$ cat src/rtl/ctrl_pipe_dec.sv
`default_nettype none
// ============================================================================
// Module   : ctrl_pipe_dec
// Purpose  : MIPS-I decode plus control pipeline. Decodes op/funct/rt in ID
//            into a 20-bit control bundle, carries it through STAGES
//            registered stages (EX, MEM, ..., WB) and sequences multi-cycle
//            DIV/DIVU with a busy FSM that holds the pipe and issues
//            start/annul strobes to the divider.
// Ports    : clk, rst         clock, synchronous active-high reset
//            op_i/funct_i/rt_i  ID instruction fields
//            id_valid_i       ID slot holds a real instruction
//            flush_e_i        kill the instruction entering/occupying EX
//            ex/mem/wb_ctrl_o control bundle in EX, stage2, stage STAGES
//            stall_id_o       freeze PC and IF/ID while the divider runs
//            div_start_o/div_sign_o/div_annul_o/div_done_o  divider handshake
//            ri_exc_o         reserved-instruction flag for the EX instruction
// Macro    : CTRL_TRAP_EN     enables the reserved-instruction flag
// Revision : 1.0  initial release
// ============================================================================
module ctrl_pipe_dec #(
  parameter int STAGES  = 3,
  parameter int DIV_LAT = 32
) (
  input  logic        clk,
  input  logic        rst,
  input  logic [5:0]  op_i,
  input  logic [5:0]  funct_i,
  input  logic [4:0]  rt_i,
  input  logic        id_valid_i,
  input  logic        flush_e_i,
  output logic [19:0] ex_ctrl_o,
  output logic [19:0] mem_ctrl_o,
  output logic [19:0] wb_ctrl_o,
  output logic        stall_id_o,
  output logic        div_start_o,
  output logic        div_sign_o,
  output logic        div_annul_o,
  output logic        div_done_o,
  output logic        ri_exc_o
);

`ifdef CTRL_TRAP_EN
  localparam bit c_trap_en = 1'b1;
`else
  localparam bit c_trap_en = 1'b0;
`endif

  localparam int                 c_cnt_w    = $clog2(DIV_LAT);
  localparam logic [c_cnt_w-1:0] c_cnt_last = c_cnt_w'(DIV_LAT - 1);

  typedef struct packed {
    logic       regwrite;
    logic [1:0] datatoreg;   // 00 ALU, 10 HI, 11 LO
    logic       memwrite;
    logic       alusrca;     // shamt as operand A
    logic [1:0] alusrcb;     // 01 sign-ext imm, 10 zero-ext imm
    logic       regdst;
    logic       jump;
    logic       branch;
    logic       hiwrite;
    logic       lowrite;
    logic [1:0] datatohi;    // 01 rs, 10 divider, 11 multiplier
    logic [1:0] datatolo;
    logic       sign;        // signed MULT/DIV
    logic       jal;
    logic       jr;
    logic       bal;
  } ctrl_t;

  typedef enum logic [1:0] {
    ST_IDLE = 2'd0,
    ST_BUSY = 2'd1,
    ST_DONE = 2'd2
  } state_t;

  ctrl_t dec, id_ctrl, ex_gated;
  logic  dec_listed;

  ctrl_t ex_q, mem_q;
  ctrl_t tail_q [3:STAGES];
  logic  ri_q;

  state_t             state_q, state_d;
  logic [c_cnt_w-1:0] cnt_q, cnt_d;
  logic               ex_div, hold, start, annul, done;

  // ---------------------------------------------------------------- decode
  always_comb begin
    dec        = '0;
    dec_listed = 1'b1;
    case (op_i)
      6'b000000: begin
        case (funct_i)
          6'b100000, 6'b100001, 6'b100010, 6'b100011,
          6'b100100, 6'b100101, 6'b100110, 6'b100111,
          6'b101010, 6'b101011: begin
            dec.regwrite = 1'b1; dec.regdst = 1'b1;
          end
          6'b000000, 6'b000010, 6'b000011: begin
            dec.regwrite = 1'b1; dec.regdst = 1'b1; dec.alusrca = 1'b1;
          end
          6'b000100, 6'b000110, 6'b000111: begin
            dec.regwrite = 1'b1; dec.regdst = 1'b1;
          end
          6'b010000: begin
            dec.regwrite = 1'b1; dec.regdst = 1'b1; dec.datatoreg = 2'b10;
          end
          6'b010010: begin
            dec.regwrite = 1'b1; dec.regdst = 1'b1; dec.datatoreg = 2'b11;
          end
          6'b010001: begin dec.hiwrite = 1'b1; dec.datatohi = 2'b01; end
          6'b010011: begin dec.lowrite = 1'b1; dec.datatolo = 2'b01; end
          6'b011000, 6'b011001: begin
            dec.hiwrite  = 1'b1;  dec.lowrite  = 1'b1;
            dec.datatohi = 2'b11; dec.datatolo = 2'b11;
            dec.sign     = ~funct_i[0];
          end
          6'b011010, 6'b011011: begin
            dec.hiwrite  = 1'b1;  dec.lowrite  = 1'b1;
            dec.datatohi = 2'b10; dec.datatolo = 2'b10;
            dec.sign     = ~funct_i[0];
          end
          6'b001000: dec.jr = 1'b1;
          6'b001001: begin
            dec.regwrite = 1'b1; dec.regdst = 1'b1; dec.jr = 1'b1; dec.jal = 1'b1;
          end
          default: dec_listed = 1'b0;
        endcase
      end
      6'b000001: begin
        case (rt_i)
          5'b00000, 5'b00001: dec.branch = 1'b1;
          5'b10000, 5'b10001: begin
            dec.branch = 1'b1; dec.regwrite = 1'b1; dec.bal = 1'b1;
          end
          default: dec_listed = 1'b0;
        endcase
      end
      6'b000010: dec.jump = 1'b1;
      6'b000011: begin dec.jump = 1'b1; dec.regwrite = 1'b1; dec.jal = 1'b1; end
      6'b000100, 6'b000101, 6'b000110, 6'b000111: dec.branch = 1'b1;
      6'b001000, 6'b001001, 6'b001010, 6'b001011: begin
        dec.regwrite = 1'b1; dec.alusrcb = 2'b01;
      end
      6'b001100, 6'b001101, 6'b001110, 6'b001111: begin
        dec.regwrite = 1'b1; dec.alusrcb = 2'b10;
      end
      default: dec_listed = 1'b0;
    endcase
  end

  assign id_ctrl = id_valid_i ? dec : '0;

  // ------------------------------------------------------------ divider FSM
  assign ex_div = (ex_q.datatohi == 2'b10);

  always_comb begin
    state_d = state_q;
    cnt_d   = cnt_q;
    hold    = 1'b0;
    start   = 1'b0;
    annul   = 1'b0;
    done    = 1'b0;
    case (state_q)
      ST_IDLE: begin
        if (ex_div && !flush_e_i) begin
          hold    = 1'b1;
          start   = 1'b1;
          cnt_d   = '0;
          state_d = ST_BUSY;
        end
      end
      ST_BUSY: begin
        hold  = 1'b1;
        cnt_d = cnt_q + 1'b1;
        if (flush_e_i) begin
          annul   = 1'b1;
          state_d = ST_IDLE;
        end else if (cnt_q == c_cnt_last) begin
          state_d = ST_DONE;
        end
      end
      ST_DONE: begin
        state_d = ST_IDLE;
        if (flush_e_i) annul = 1'b1;
        else           done  = 1'b1;
      end
      default: state_d = ST_IDLE;
    endcase
  end

  // A DIV only commits HI/LO in the cycle the divider result is valid.
  always_comb begin
    ex_gated = ex_q;
    if (ex_div && !done) begin
      ex_gated.hiwrite = 1'b0;
      ex_gated.lowrite = 1'b0;
    end
  end

  // ------------------------------------------------------------ stage regs
  always_ff @(posedge clk) begin
    if (rst) begin
      state_q <= ST_IDLE;
      cnt_q   <= '0;
      ex_q    <= '0;
      mem_q   <= '0;
      ri_q    <= 1'b0;
      for (int k = 3; k <= STAGES; k++) tail_q[k] <= '0;
    end else begin
      state_q <= state_d;
      cnt_q   <= cnt_d;
      if (flush_e_i) begin
        ex_q <= '0;
        ri_q <= 1'b0;
      end else if (!hold) begin
        ex_q <= id_ctrl;
        ri_q <= c_trap_en & id_valid_i & ~dec_listed;
      end
      // While EX is held, MEM sees a bubble; the stages behind it drain.
      mem_q     <= hold ? '0 : ex_gated;
      tail_q[3] <= mem_q;
      for (int k = 4; k <= STAGES; k++) tail_q[k] <= tail_q[k-1];
    end
  end

  assign ex_ctrl_o   = ex_gated;
  assign mem_ctrl_o  = mem_q;
  assign wb_ctrl_o   = tail_q[STAGES];
  assign stall_id_o  = hold;
  assign div_start_o = start;
  assign div_sign_o  = start & ex_q.sign;
  assign div_annul_o = annul;
  assign div_done_o  = done;
  assign ri_exc_o    = ri_q;

endmodule
`default_nettype wire

$ cat config.mk
export PLATFORM = sky130hd
export DESIGN_NAME = ctrl_pipe_dec
export DESIGN_NICKNAME = d
export VERILOG_FILES = /design/src/rtl/ctrl_pipe_dec.sv
export SDC_FILE = /design/constraint.sdc
export NUM_CORES = 1
export LEC_CHECK = 0
export ABC_AREA = 1
export CORE_MARGIN = 5
export CORE_UTILIZATION = 55
export CTS_BUF_LIST = sky130_fd_sc_hd__clkbuf_2
export DETAILED_ROUTE_END_ITERATION = 6
export DONT_BUFFER_PORTS = 1
export PLACE_DENSITY = 0.71
export SLEW_MARGIN = 25
export SYNTH_ARGS = -nofsm -noshare
export SYNTH_HDL_FRONTEND = slang
export SYNTH_SLANG_ARGS = --single-unit
$ cat constraint.sdc
create_clock -name clk -period 2.07 [get_ports clk]
set_input_delay 0.3105 -clock clk [delete_from_list [all_inputs] [get_ports clk]]
set_output_delay 0.3105 -clock clk [all_outputs]
set_load 0.03 [all_outputs]
==> run summary, run 1 <==
The run finished with clean final reports. The leading area contributor after synthesis is sky130_fd_sc_hd__dfxtp_1. Summing over every cut layer, the via total after detailed routing is 2,097. The tools report the startpoint of the worst register-to-register path as state_q[1]. The proportion of synthesized flip-flops having asynchronous set or reset works out to 0%. Sequential cells were found to cover 47.0% of the synthesized design area. The average instance in the mapped netlist occupies 7.49 um2. The tools report the final total power as 2.21 mW.

The commonest cells after synthesis are sky130_fd_sc_hd__dfxtp_1 (64), sky130_fd_sc_hd__nand2_1 (64), sky130_fd_sc_hd__inv_1 (63), sky130_fd_sc_hd__nor2_1 (63), sky130_fd_sc_hd__a21oi_1 (25). The run gives 0 as the number of antenna violations at the first check in global routing. For the final number of setup-violating endpoints, the log shows 0.

The clock root buffer master is sky130_fd_sc_hd__clkbuf_2. The clock net in this run drives a total of 64 sinks. The register bit total from synthesis was 64.

The critical path starts at state_q[0]. The wire length of the first global-routing pass was 9070 um; the number of buffers between clock root and the deepest sink was 2. In this run the power density over the cells is 751 nW/um2. Sorting the synthesized cells by area gives the leading types as sky130_fd_sc_hd__dfxtp_1 (47%), sky130_fd_sc_hd__nand2_1 (8.8%), sky130_fd_sc_hd__inv_1 (8.7%), sky130_fd_sc_hd__nor2_1 (8.7%), sky130_fd_sc_hd__buf_4 (6.1%).

TritonCTS built the clock tree. The finished cells cover 2940 um2. Once detail routing completed, the nets flagged for antenna violations numbered 0. The die outline width was 80.4 um. The critical path goes through inv_2 -> ha_2 -> inv_1 -> nor2_2 -> nor3_2 -> nor2_1 -> buf_4. The number of placed I/O pins came out at 87. The worst setup path is captured at an output port. Relative to the synthesized area, the layout overhead comes to 7.84%. Overall die area: 6470 um2.

The fraction of final layout cells sized beyond drive strength 1 was 12.3%; the unique cell type count in the Yosys netlist was 31. The global routing usage on met3 came out at 5.16%. Depth of the most critical reg-to-reg path: 9. The number of global-route vias before repair came out at 1,987. The post-placement worst setup slack was 360 ps; the final critical-path required period was 2010 ps. The cell with the largest stage delay on the worst path is sky130_fd_sc_hd__dfxtp_2. The critical path is of the flip-flop to output port type. The die is 80.4 um tall. The run gives 442 as the fill cell total of the finished layout. The number of antenna diodes in the final layout is 0. The tools report the startpoint of the lowest-slack hold path as op_i[4].

The run gives 0 as the number of hold violations in the final report. The critical path arrival is 1700 ps, and the core area is 4750 um2. Derived from the worst setup path, the maximum achievable clock frequency is 497 MHz. Setup slack after layout: 58.0 ps. The post-synthesis instance total came out at 364. Among all flip-flop cells after synthesis, the most frequent one is sky130_fd_sc_hd__dfxtp_1. Across the run, the number of max-cap violations was 0.

After clock tree synthesis, the clock-pin slew on the worst setup and hold paths is 190 ps. The logs give 5570 um for the routed wire length and 395 for the count of nets after finishing. Worst setup path endpoint: ex_ctrl_o[8]. The run gives 1760 ps as the required time reported for the critical path endpoint.

For the number of buffers created by CTS, the log shows 9. Detailed placement finished with a half-perimeter wire length of 4150 um. In this run the worst hold path is classified as input port to flip-flop. The average vias per placed instance was 4.76; the post-route DRC violation count was 0. The layer with the highest usage after global routing was met2. The worst setup path is launched from a flip-flop. For the pin with the worst max-slew slack, the measured transition is 798 ps. Summed over all cells, the static leakage comes to 1.20 nW. The number of enable flip-flop cells after synthesis was 0. Entering global routing, the biggest net connects 23 pins. In this run the tightest slew margin relative to its limit is 46.6%.

On the worst path, the slowest cell contributes a delay of 390 ps. For the internal reg-to-reg setup slack, the log shows 340 ps. For this run the aggregate overflow at the end of global routing stands at 0. The placed instance area came out at 2680 um2.

The count of placed standard cells in the final layout, fillers left out is 441, and the cell area after synthesis is 2730 um2. The top cell type by area accounts for 47.0% of the synthesized area. The clock reaches the later pin of the worst-skew pair after 480 ps.

The first routing iteration left 75 violations. For this run, global-route usage on met2 was measured as 27.9%. Row generation in the floorplan step produced 25 rows. In this run, placement finished with an instance count of 414. For met1 alone, demand over resource in global routing was 22.4%.

Input and output buffers added on the ports amount to 0. The initial utilization of the core area, before any placement, comes to 57.4%. The end of the worst register-to-register path was ex_ctrl_o[17]. The first detailed-routing pass ran for 4 iterations. The clock arrives with 28.1 ps of skew. For the count of final max-slew check failures, the log shows 0. The H-tree generated during clock tree synthesis spans 3 levels.

IR analysis of the VDD net gives a maximum drop of 0.363 mV. The mean routed wirelength per cell is 12.6 um. Global routing used 18.0% of the available tracks. The final period utilization is 97.2%, and the final weighted congestion in routability-driven placement is 0.850. For the number of warnings issued by yosys, the log shows 0. Along the worst path, the maximum fanout reaches 3.
-- cell families after synthesis --
family                   Yosys count  synth area share (%)
buffers and inverters             94                  16.3
AO/OA/AOI/OAI                     32                  6.10
adder cells (fa/ha/maj)            5                  2.29
other                              1                 0.137
AND/OR/NAND/NOR                  168                  28.2
flip-flops                        64                  47.0
-- layout by cell type, fill, tap and decap left out, types with 3 or more instances in the layout --
cell                            synthesis  layout
sky130_fd_sc_hd__a21oi_1               25      25
sky130_fd_sc_hd__buf_4                 22       9
sky130_fd_sc_hd__clkbuf_2               0       9
sky130_fd_sc_hd__conb_1                 1       4
sky130_fd_sc_hd__dfxtp_1               64      63
sky130_fd_sc_hd__dlygate4sd3_1          0       9
sky130_fd_sc_hd__ha_1                   5       3
sky130_fd_sc_hd__inv_1                 63      62
sky130_fd_sc_hd__inv_2                  3       4
sky130_fd_sc_hd__nand2_1               64      64
sky130_fd_sc_hd__nand2_4                3       3
sky130_fd_sc_hd__nand3_1               14      14
sky130_fd_sc_hd__nand4_1                5       5
sky130_fd_sc_hd__nor2_1                63      62
sky130_fd_sc_hd__nor2_2                 2       3
sky130_fd_sc_hd__nor3_1                 6       5
sky130_fd_sc_hd__o21ai_0                4       4
-- flip-flops by register name, indices dropped and copies added, names as in the netlist --
signal      flops
tail_q         19
state_q         2
ex_ctrl_o      17
ex_q            2
mem_ctrl_o     19
cnt_q           5
-- where the power goes --
part           leakage, nW  switching [mW]  internal [mW]
clock               0.0823           0.450          0.402
sequential           0.516         0.00368           1.24
combinational        0.603          0.0797         0.0381
-- area by class of cell --
| class | count | area, um2 | area share (%) |
|---|---|---|---|
| Clock buffer | 9 | 45.0 | 1.53 |
| Inverter | 67 | 251 | 8.55 |
| Sequential cell | 64 | 1280 | 43.6 |
| Timing Repair Buffer | 18 | 158 | 5.36 |
| Clock inverter | 7 | 95.1 | 3.23 |
| Tap cell | 67 | 83.8 | 2.85 |
| Multi-Input combinational cell | 209 | 1030 | 34.9 |
-- layer usage --
layer  vias up  wire, um
li1       1101         -
met5         -         0
met2        78      2500
met1       909      2400
met3         9       553
met4         0       114
-- stage by stage --
step	setup TNS, ps	hold WS [ps]	util, %
2_1_floorplan	0	380	-
3_3_place_gp	0	385	56.4
3_5_place_dp	0	386	56.4
4_1_cts	0	5.14	61.4
5_1_grt	-4.03	7.31	61.9
6_report	0	56.3	61.9
-- critical path, delay by kind of cell (launching register included) --
family,cells,cell delay [ps]
DFF,1,390
and+or+nand+nor,3,370
buffers and inverters,3,270
adders and majority gates,1,170
-- what timing repair did --
action	4_1_cts	5_1_grt
buffers inserted	0	2
cloned	0	0
hold buffers	9	0
pin swaps	0	3
endpoints found under the setup margin	2	4
endpoints found under the hold margin	33	0
resized for setup	1	5
-- how the worst min path moves through the flow --
| stage | cells past startpoint | endpoint | slack (ps) |
|---|---|---|---|
| 2_1_floorplan | 1 | cnt_q[1] | 380 |
| 3_3_place_gp | 1 | cnt_q[4] | 390 |
| 3_5_place_dp | 1 | cnt_q[4] | 390 |
| 4_1_cts | 3 | ex_ctrl_o[18] | 5 |
| 5_1_grt | 3 | state_q[1] | 7 |
| 6_report | 3 | ex_ctrl_o[11] | 60 |
(Power assumes the default switching activity.)
==> inputs of run 2 (changes only) <==
--- a/config.mk
+++ b/config.mk
@@ -9,9 +9,10 @@
 export CORE_MARGIN = 5
 export CORE_UTILIZATION = 55
 export CTS_BUF_LIST = sky130_fd_sc_hd__clkbuf_2
+export CTS_CLUSTER_DIAMETER = 30
 export DETAILED_ROUTE_END_ITERATION = 6
 export DONT_BUFFER_PORTS = 1
-export PLACE_DENSITY = 0.71
+export PLACE_DENSITY = 0.74
 export SLEW_MARGIN = 25
 export SYNTH_ARGS = -nofsm -noshare
 export SYNTH_HDL_FRONTEND = slang
==> constraint.sdc (replaced) <==
create_clock -name clk -period 1.78 [get_ports clk]
set_input_delay 0.267 -clock clk [delete_from_list [all_inputs] [get_ports clk]]
set_output_delay 0.267 -clock clk [all_outputs]
set_load 0.03 [all_outputs]
==> run 2 against run 1 <==
The run now ends with setup timing left. Non-clock buffer count is 15 higher. Sequential cell count stayed put. Register-to-register slack worse by 200 ps. Critical path type unchanged. Combinational power is 40% higher. Clock skew is 9.3 ps lower. Hold slack better by 5.8 ps. Total power is 11% higher. Via count is 4.7% higher. Largest cell class unchanged. Global-route usage is 1.6 points higher.
==> run summary, run 2 (synthesis gave the netlist of run 1 again) <==
Core area: 4750 um2. The worst path uses 105% of the clock period. The worst-case IR drop observed on VDD is 0.347 mV. In this run the core area contains 25 standard-cell rows. The final critical-path required period came out at 1870 ps. For the worst-skew pair, the clock arrives at the later sink with an insertion delay of 480 ps. The maximum fanout count along the critical path works out to 3. The end of the worst register-to-register path is ex_ctrl_o[15].

The final HPWL from detailed placement is 4290 um. The tools report the total area of sequential cells as 1290 um2. At the end of routability-driven placement, the weighted congestion stood at 0.791. For this run, the post-layout net count is 410.

The slew at the pin closest to its max-slew limit was 845 ps. Reported max-cap violation count: 0. The tools report the startpoint of the worst register-to-register path as state_q[0]. Using the TritonRoute via totals, the vias-per-cell ratio works out to 4.82. Setup violations remaining at the end of the flow were counted as 4. For the number of iterations in the first detailed-routing pass, the log shows 4. The number of hold violations in the final report was 0. The worst setup path is launched from a flip-flop. From left edge to right edge, the die measures 80.4 um. The H-tree was split into 3 levels. Counting the fill cells in the layout gives 394.

For flop-to-flop paths, the worst setup slack is 140 ps. The run gives 24 as the largest net degree at the start of global routing. Across all layers, the routed design uses 2,196 vias.

The most common library cell in the layout ignoring fill and taps is sky130_fd_sc_hd__nand2_1. Setup repair after global routing could not meet its margin everywhere. Across the routed clock network, the largest skew measured is 18.8 ps.

The checks that failed: setup timing. Clock root buffer master: sky130_fd_sc_hd__clkbuf_2. The setup slack after layout was -88.9 ps.

The synthesis-to-finish area growth is 16.7%, and the routed wire length is 6100 um. The headroom to the max-slew limit is 43.5%, and the initial core utilization is 57.4%. In the final layout, the multi-input gates occupy 1090 um2.

Summed over all cells, the static leakage comes to 1.27 nW. For this block, the initial DRC count from the detailed router was 69. In this run the tool buffered the top-level ports with 0 buffer cells.

Counting every sink on the clock net gives 64. Clock-pin slew was measured on the worst setup and hold paths at 180 ps. In the routed design, unresolved DRC markers number 0. The most critical setup path has its startpoint at state_q[0]. Number of placed I/O pins: 87. The floorplan step defined a die boundary enclosing 6470 um2. Number of buffers between clock root and the deepest sink: 2.

The number of global-route vias before repair came out at 2,161. The type of the worst setup path is flip-flop to output port. From bottom edge to top edge, the die measures 80.4 um.

At the worst endpoint, the required time is 1510 ps. The first global-routing pass estimated 9780 um of wire. The mean routed wirelength per cell came out at 13.4 um. Fraction of final layout cells sized beyond drive strength 1: 18.3%.

The logs give 0 for the number of antenna violations at the first check in global routing and 3180 um2 for the final design area excluding fillers. The number of buffers created by CTS is 9, and the number of diodes is 0. The critical path endpoint category was an output port. The flow ran to the end, but the final reports show violations. Power spread over the standard cell area amounts to 771 nW/um2. The placed instances occupy a cell area of 2710 um2. TritonCTS built the clock tree.

The worst setup path endpoint is ex_ctrl_o[8]. The count of final max-slew check failures was 0. In the layout the commonest cells are sky130_fd_sc_hd__nand2_1 (64), sky130_fd_sc_hd__dfxtp_1 (61), sky130_fd_sc_hd__nor2_1 (58), sky130_fd_sc_hd__inv_1 (56), sky130_fd_sc_hd__a21oi_1 (25).

For this run the aggregate overflow at the end of global routing stands at 0. The worst hold slack across all endpoints is 62.2 ps. The depth of the most critical reg-to-reg path is 10.

The tools report the critical path arrival as 1600 ps. The post-route antenna net violation count is 0. The path category of the worst min-delay check is input port to flip-flop. Static timing analysis puts the maximum clock frequency at 535 MHz. The run gives 19.6% as the global routing usage summed across all routing layers.
run 2: cell count changes in the layout (fill, tap and decap cells not counted), moves of 3 or more:
cell,previous run,this run
sky130_fd_sc_hd__nor2_2,3,6
sky130_fd_sc_hd__inv_1,62,56
sky130_fd_sc_hd__inv_2,4,7
sky130_fd_sc_hd__buf_6,0,8
sky130_fd_sc_hd__ha_4,0,3
sky130_fd_sc_hd__dlygate4sd3_1,9,12
sky130_fd_sc_hd__nor2_1,62,58
run 2: worst min-delay path by stage:
stage / slack [ps] / end / cells after the start / startpoint
2_1_floorplan: 340 / cnt_q[1] / 1 / rst
3_3_place_gp: 340 / cnt_q[4] / 1 / rst
3_5_place_dp: 340 / cnt_q[1] / 1 / rst
4_1_cts: 20 / ex_ctrl_o[14] / 4 / op_i[3]
5_1_grt: 20 / ex_ctrl_o[17] / 4 / funct_i[1]
6_report: 60 / ex_ctrl_o[17] / 4 / funct_i[1]
run 2: what timing repair did:
action,in CTS,in global routing
endpoints found under the hold margin,38,1
hold buffers,12,1
cloned,0,1
setup endpoints to repair,6,10
gates resized for setup,19,27
pin swaps,4,7
buffers inserted,6,5
run 2: layout make-up:
class                           count  area share [%]
Clock inverter                      7            2.20
Multi-Input combinational cell    209            34.3
Inverter                           67            8.29
Clock buffer                        9            1.41
Tap cell                           67            2.63
Timing Repair Buffer               33            10.6
Sequential cell                    64            40.5
run 2: routing by layer:
layer	up-vias	part of all wire, %	track usage, %
met4	0	3.3	10.6
met3	19	8.4	7.62
met5	-	0	0
met2	73	46	30.6
li1	1123	-	-
met1	981	42	23.1
run 2: report_power, final:
| part | internal (mW) | leakage [nW] | total, mW | switching [mW] |
|---|---|---|---|---|
| sequential | 1.44 | 0.517 | 1.44 | 0.00671 |
| clock | 0.320 | 0.0620 | 0.847 | 0.527 |
| combinational | 0.0602 | 0.694 | 0.165 | 0.105 |
| total | 1.82 | 1.27 | 2.45 | 0.638 |
run 2: through the flow:
step / setup TNS [ps] / worst slack [ps] / util, % / power, mW / instances
after global placement: 0 / 236 / 56.9 / 1.58 / 417
after floorplan: -125 / -62.5 / - / 1.58 / 367
final: -201 / -88.9 / 67.0 / 2.45 / 456
after detailed placement: 0 / 185 / 56.9 / 1.58 / 417
after global routing: -712 / -208 / 67.0 / 2.56 / 456
after CTS: -273 / -101 / 64.0 / 2.46 / 451
run 2: worst max-delay path, cell delays in order, from the launching register on:
cell                      delay (ps)
sky130_fd_sc_hd__dfxtp_2         390
sky130_fd_sc_hd__inv_4            50
sky130_fd_sc_hd__ha_4            150
sky130_fd_sc_hd__inv_2            60
sky130_fd_sc_hd__nor2_4           40
sky130_fd_sc_hd__nor3_4          210
sky130_fd_sc_hd__nor2_2           80
sky130_fd_sc_hd__buf_6           140
==> inputs of run 3 (changes only) <==
--- a/config.mk
+++ b/config.mk
@@ -12,6 +12,7 @@
 export CTS_CLUSTER_DIAMETER = 30
 export DETAILED_ROUTE_END_ITERATION = 6
 export DONT_BUFFER_PORTS = 1
+export GPL_TIMING_DRIVEN = 0
 export PLACE_DENSITY = 0.74
 export SLEW_MARGIN = 25
 export SYNTH_ARGS = -nofsm -noshare
==> run 3 against run 2 <==
The flow still finishes with violations (setup timing). Fmax decreased by 0.54%. Clock skew about the same. Final cell count increased by 2.6%. Via count increased by 1.0%. Utilization increased by 1.4 points. Hold slack improved by 2.1 ps. Total power increased by 5.4%. Sequential power about the same. Combinational power about the same. Global-route usage increased by 0.76 points. Sequential share of layout area decreased by 0.94 points. Non-clock buffer count increased by 12. Largest cell class unchanged. Largest power group unchanged.
==> run summary, run 3 (synthesis gave the netlist of run 1 again) <==
Post-route antenna net violation count: 0. The tools report the clock network power share as 37.8%. The cell family contributing the most delay on the critical path is simple AND/OR/NAND/NOR gates.

Global routing consumed, over all layers together, 20.4% of the routing resources. After detailed routing, the total wire length is 6180 um. Data on the critical path is required at its endpoint by 1510 ps. Across the routed clock network, the largest skew measured is 18.8 ps.

The clock drives 64 sinks. The initial utilization of the core area, before any placement, comes to 57.4%. The tools report the total via count after detailed routing as 2,219.

The type of the worst setup path was flip-flop to output port. The area growth from synthesis to layout is 19.2%. The smallest clock period supported by the final layout is computed as 1880 ps. The detailed router finished its first iteration with 124 violations. The first global-routing pass estimated 10,000 um of wire. The worst hold path belongs to the class input port to flip-flop. The largest net degree at the start of global routing came out at 12. The launching element of the worst setup path was state_q[0]. Once detailed placement completed, the half-perimeter wirelength came to 4440 um.

In this run the cell area measured after placement is 2820 um2. The combinational group share of total power was 6.5%. The tools report the critical path arrival as 1610 ps. The number of diodes is 0, and the number of buffer cells added on primary ports is 0. Setup repair after global routing could not meet its margin everywhere.

The die outline width was 80.4 um. The tool flagged a number of max-cap violations equal to 0. After clock tree synthesis, the clock-pin slew on the worst setup and hold paths is 170 ps.

Using the TritonRoute via totals, the vias-per-cell ratio works out to 4.74. The worst hold path begins at id_valid_i. For the internal cell power, the log shows 1.98 mW. Setup violations remaining at the end of the flow were counted as 4.

The tools report the fill cell total of the finished layout as 401. The final total power is 2.59 mW. The overall die area came out at 6470 um2. The region available for standard cell placement spans 4750 um2. The switching fraction of total power is 23.6%, and the number of antenna violations at the first check in global routing is 0. The standby leakage power came out at 1.34 nW. The logs give 460 ps for the clock latency on the worst-skew pair and 64.3 ps for the worst hold slack across all endpoints. Global routing finished with a remaining overflow of 0. The sequential share of power was 55.7%. The critical path endpoint category was an output port.

The most frequent cell on the critical path was sky130_fd_sc_hd__nor2_4. Of the cells placed in the final design, the portion with a size suffix greater than 1 is 19.5%. The maximum fanout count along the critical path came out at 3. TritonCTS built the clock tree. The tools report the number of placed I/O pins as 87. STA classifies the critical path startpoint as a flip-flop.

The flow ran to the end, but the final reports show violations. The worst-case IR drop observed on VDD is 0.410 mV. At the end of the flow, the number of nets in the layout was 422. Static timing analysis puts the maximum clock frequency at 532 MHz. From bottom edge to top edge, the die measures 80.4 um.

The number of buffers created by CTS was 9; the post-route DRC violation count was 0. The run gives 0 as the count of final max-slew check failures. The run gives 0 as the number of hold violations in the final report.

Leaving out fill and tap cells, the most frequent cells in the layout are sky130_fd_sc_hd__nand2_1 (63), sky130_fd_sc_hd__dfxtp_1 (62), sky130_fd_sc_hd__nor2_1 (58), sky130_fd_sc_hd__inv_1 (57), sky130_fd_sc_hd__buf_4 (26). The maximum cell stage delay along the critical path is 370 ps. In this run the power spent charging and discharging nets is 0.610 mW. The congestion estimate from routability-driven global placement came to 0.903. Power density of the placed cells: 796 nW/um2. The library cell used most frequently in the layout, excluding fill and tap cells, is sky130_fd_sc_hd__nand2_1. Of the available clock period, the critical path in the final layout requires 106%.

Measured on the finished design, the core utilization comes to 68.4%. Traced cell by cell, the critical path runs through inv_4 -> ha_4 -> inv_2 -> nor2_4 -> nor3_4 -> nor2_4. For this design, the slowest cell found on the critical path is sky130_fd_sc_hd__dfxtp_2. The number of buffers and inverters on the critical path is 2. The tools report the clock root buffer master as sky130_fd_sc_hd__clkbuf_2.

For the setup slack after layout, the log shows -99.0 ps. The clock tree synthesis step divided the H-tree into 3 levels. The startpoint of the worst register-to-register path is state_q[0]. After detailed routing, the average wire length per cell comes to 13.2 um. After routing the design area is 3250 um2. The setup total negative slack was -235 ps; the number of global-route vias before repair was 2,159. The number of placement rows came out at 25. The first detailed-routing pass ran for 4 iterations.

The checks that failed: setup timing. The clock passes through at most 2 buffers.
-- run 3: cell count changes in the layout (fill, tap and decap cells not counted), sizes merged --
cell,change
inv,-1
clkbuf,+3
bufbuf,+1
buf,+10
clkinvlp,-2
bufinv,+1
-- run 3: layout make-up --
cell class | instances | area [um2] | area share, %
Buffer | 27 | 205 | 6.31
Timing Repair Buffer | 18 | 190 | 5.85
Sequential cell | 64 | 1290 | 39.6
Clock inverter | 5 | 81.3 | 2.50
Clock buffer | 11 | 55.1 | 1.69
Inverter | 67 | 259 | 7.97
Tap cell | 67 | 83.8 | 2.58
Multi-Input combinational cell | 209 | 1090 | 33.5
-- run 3: what timing repair did --
action | CTS | global route
resized for setup | 26 | 7
endpoints found under the setup margin | 6 | 26
hold buffers | 12 | 0
pin swaps | 9 | 10
cloned | 1 | 0
hold endpoints to repair | 16 | 0
setup buffers | 4 | 2
-- run 3: worst min-delay path, stage by stage --
cell	delay [ps]
sky130_fd_sc_hd__nand2_1	40
sky130_fd_sc_hd__nor2_1	40
sky130_fd_sc_hd__nand2_1	70
sky130_fd_sc_hd__a21oi_1	60
-- run 3: stage by stage --
step                instances  setup slack [ps]
CTS                       467              -180
global route              468              -193
detailed placement        434              -256
global placement          434              -232
floorplan                 367             -62.5
finish                    468             -99.0
-- run 3: final timing paths --
kind	end	cells past startpoint	slack, ps
hold / removal	ex_ctrl_o[19]	4	60
setup / recovery	ex_ctrl_o[9]	6	-100
hold reg to reg	mem_ctrl_o[18]	2	450
setup reg to reg	mem_ctrl_o[8]	9	120
-- run 3: routing by layer --
layer | GRT usage (%) | share of wire (%) | up-vias
met2 | 34.2 | 49 | 84
li1 | - | - | 1146
met1 | 23.1 | 40 | 977
met5 | 0 | 0 | -
met4 | 12.0 | 2.2 | 0
met3 | 5.38 | 8.4 | 12
-- run 3: power by group through the flow --
stage	clock, mW	sequential, mW	combinational, mW
floorplan	0	1.47	0.109
global placement	0	1.47	0.126
detailed placement	0	1.47	0.129
CTS	0.998	1.44	0.163
global route	1.06	1.44	0.186
finish	0.976	1.44	0.168
==> patch: new RTL, flow settings as in run 2 <==
Change the parameter `DIV_LAT` from 32 to 128.
--- a/src/rtl/ctrl_pipe_dec.sv
+++ b/src/rtl/ctrl_pipe_dec.sv
@@ -20,5 +20,5 @@
 module ctrl_pipe_dec #(
   parameter int STAGES  = 3,
-  parameter int DIV_LAT = 32
+  parameter int DIV_LAT = 128
 ) (
   input  logic        clk,
Behaviour: no difference found for any inputs over 10 cycles, from zero or initial values and one cycle with rst high; that may be too few to reach the edited logic, so the function may still have changed.
==> patch against run 2 <==
- the run still ends with negative setup slack left
- maximum frequency down 2.1%
- sequential cell count increased by 2
- wire length decreased by 3.6%
- worst setup slack worse by 0.040 ns
- synthesized area is 0.83% lower
- final area decreased by 2.2%
- power increased by 1.4%
- sequential power up 3%
- critical path depth shrank 1
- via count shrank 1.4%
- final cell count decreased by 1.3%
- utilization decreased by 1.4 points
- count of clock-buffer cells in the layout unchanged
==> patch: results (changes against run 2) <==
metric,value,unit,change
failing checks,negative setup slack,,
Commonest cells post-synth,"dfxtp_1, inv_1, nand2_1",,
share of post-route cells with drive strength above 1,18.5,%,+0.29 points
Yosys cell types,30,,-3.2%
CTS hold repair buffers,11,,-1
adder-cell share of the synthesized area,1.85,%,-0.44 points
PostCTS Resize Cnt,21,,+2
asr flop ratio synth,0,%,unchanged
largest net degree at the start of global routing,24,,unchanged
RR Endpoint,ex_ctrl_o[17]$_SDFFE_PP0N_,,
Hold Path Cell Cnt,3,,-1
hold path start,funct_i[4],,
Nets,403,,-1.7%
biggest area contributors in the synthesized netlist,"dfxtp_1, inv_1, nand2_1, nor2_1, buf_4",,
compound-gate portion of the synthesized area,7.35,%,+1.3 points
Final Skew,0.0163,ns,-0.00255 ns
Post-DP HPWL,4170,um,-2.8%
smallest hold slack,0.0329,ns,-0.0293 ns
post-synthesis cell count,358,,-1.6%
Setup TNS Final,-0.342,ns,-0.141 ns
total power,0.00249,W,+1.4%
initial antenna violation count,0,,unchanged
Placed Area,2720,um^2,+0.56%
Num CTS Buffers,9,,unchanged
Via density,4.81,,about the same
Critical Path AT,1.64,ns,+0.04 ns
All-Layer GR Usage,19.1,%,-0.49 points
Setup-failing EPs final,4,,unchanged
worst slew pin tran,0.808,ns,-0.0365 ns
Worst Hold Endpoint,ex_ctrl_o[1]$_SDFFE_PP0N_,,
VDD IR-drop max,370,uV,+6.6%
first-pass GRT wire length,9630,um,-1.6%
xor/xnor share of the synthesized area,0.324,%,+0.32 points
DR iter-0 viols,74,,+7.2%
insertion delay to the later sink of the worst-skew pair,0.46,ns,-0.02 ns
setup ws final,-0.128,ns,-0.0395 ns
GPL Wtd Cong,0.845,,+6.8%
Critical Path Sink,div_sign_o,,
sequential area share after synthesis,48.8,%,+1.9 points
R2R Setup Slk,0.07,ns,-0.07 ns
Final Routed Wirelength,5880,um,-3.6%
placed cells,412,,-1.2%
Sw Ratio,25.2,%,-0.85 points
I/O Buffers,0,,unchanged
Combinational Power Share,6.1,%,-0.6 points
post-CTS setup buffers,7,,+1
Finished Layout Cells,450,,-1.3%
FF+latch area,1330,um^2,+2.8%
fillers,417,,+5.8%
dpl ws,0.127,ns,-0.0585 ns
vias in the first global route,2173,,+0.56%
Clock Path Buffers,2,,unchanged
n_diodes,0,,unchanged
Clk network pwr share,34.1,%,-0.4 points
Leak,1.26,nW,-0.74%
Setup Crit Path Kind,flip-flop to output port,,
status,finished with violations,,
crit-path max FO,3,,unchanged
==> patch: cell count changes after synthesis, moves of 3 or more <==
cell	change
nor2_2	+3
nor3_1	-3
nand3_1	-3
nand2_4	-3
nor2_1	-4
nand2_1	-4
==> patch: layer usage <==
metal | vias to the layer above | wire, um | track usage (%)
met3 | 14 | 511 | 5.83
met5 | - | 0 | 0
li1 | 1109 | - | -
met1 | 961 | 2530 | 22.8
met4 | 0 | 140 | 10.1
met2 | 81 | 2700 | 30.8
==> patch: worst max-delay path, cell delays in order (launching register included) <==
cell     delay [ns]
dfxtp_2        0.37
inv_4          0.07
ha_4           0.16
nand4_1        0.16
buf_4          0.20
nor2_4         0.08
buf_6          0.13
==> patch: final cells by class <==
type,instances,share of cell area (%)
multi-input cells,201,32.6
clock buffers,9,1.45
clock inverters,7,2.21
well taps,67,2.69
inverters,66,8.03
flip-flops and latches,66,42.6
repair buffers,34,10.4
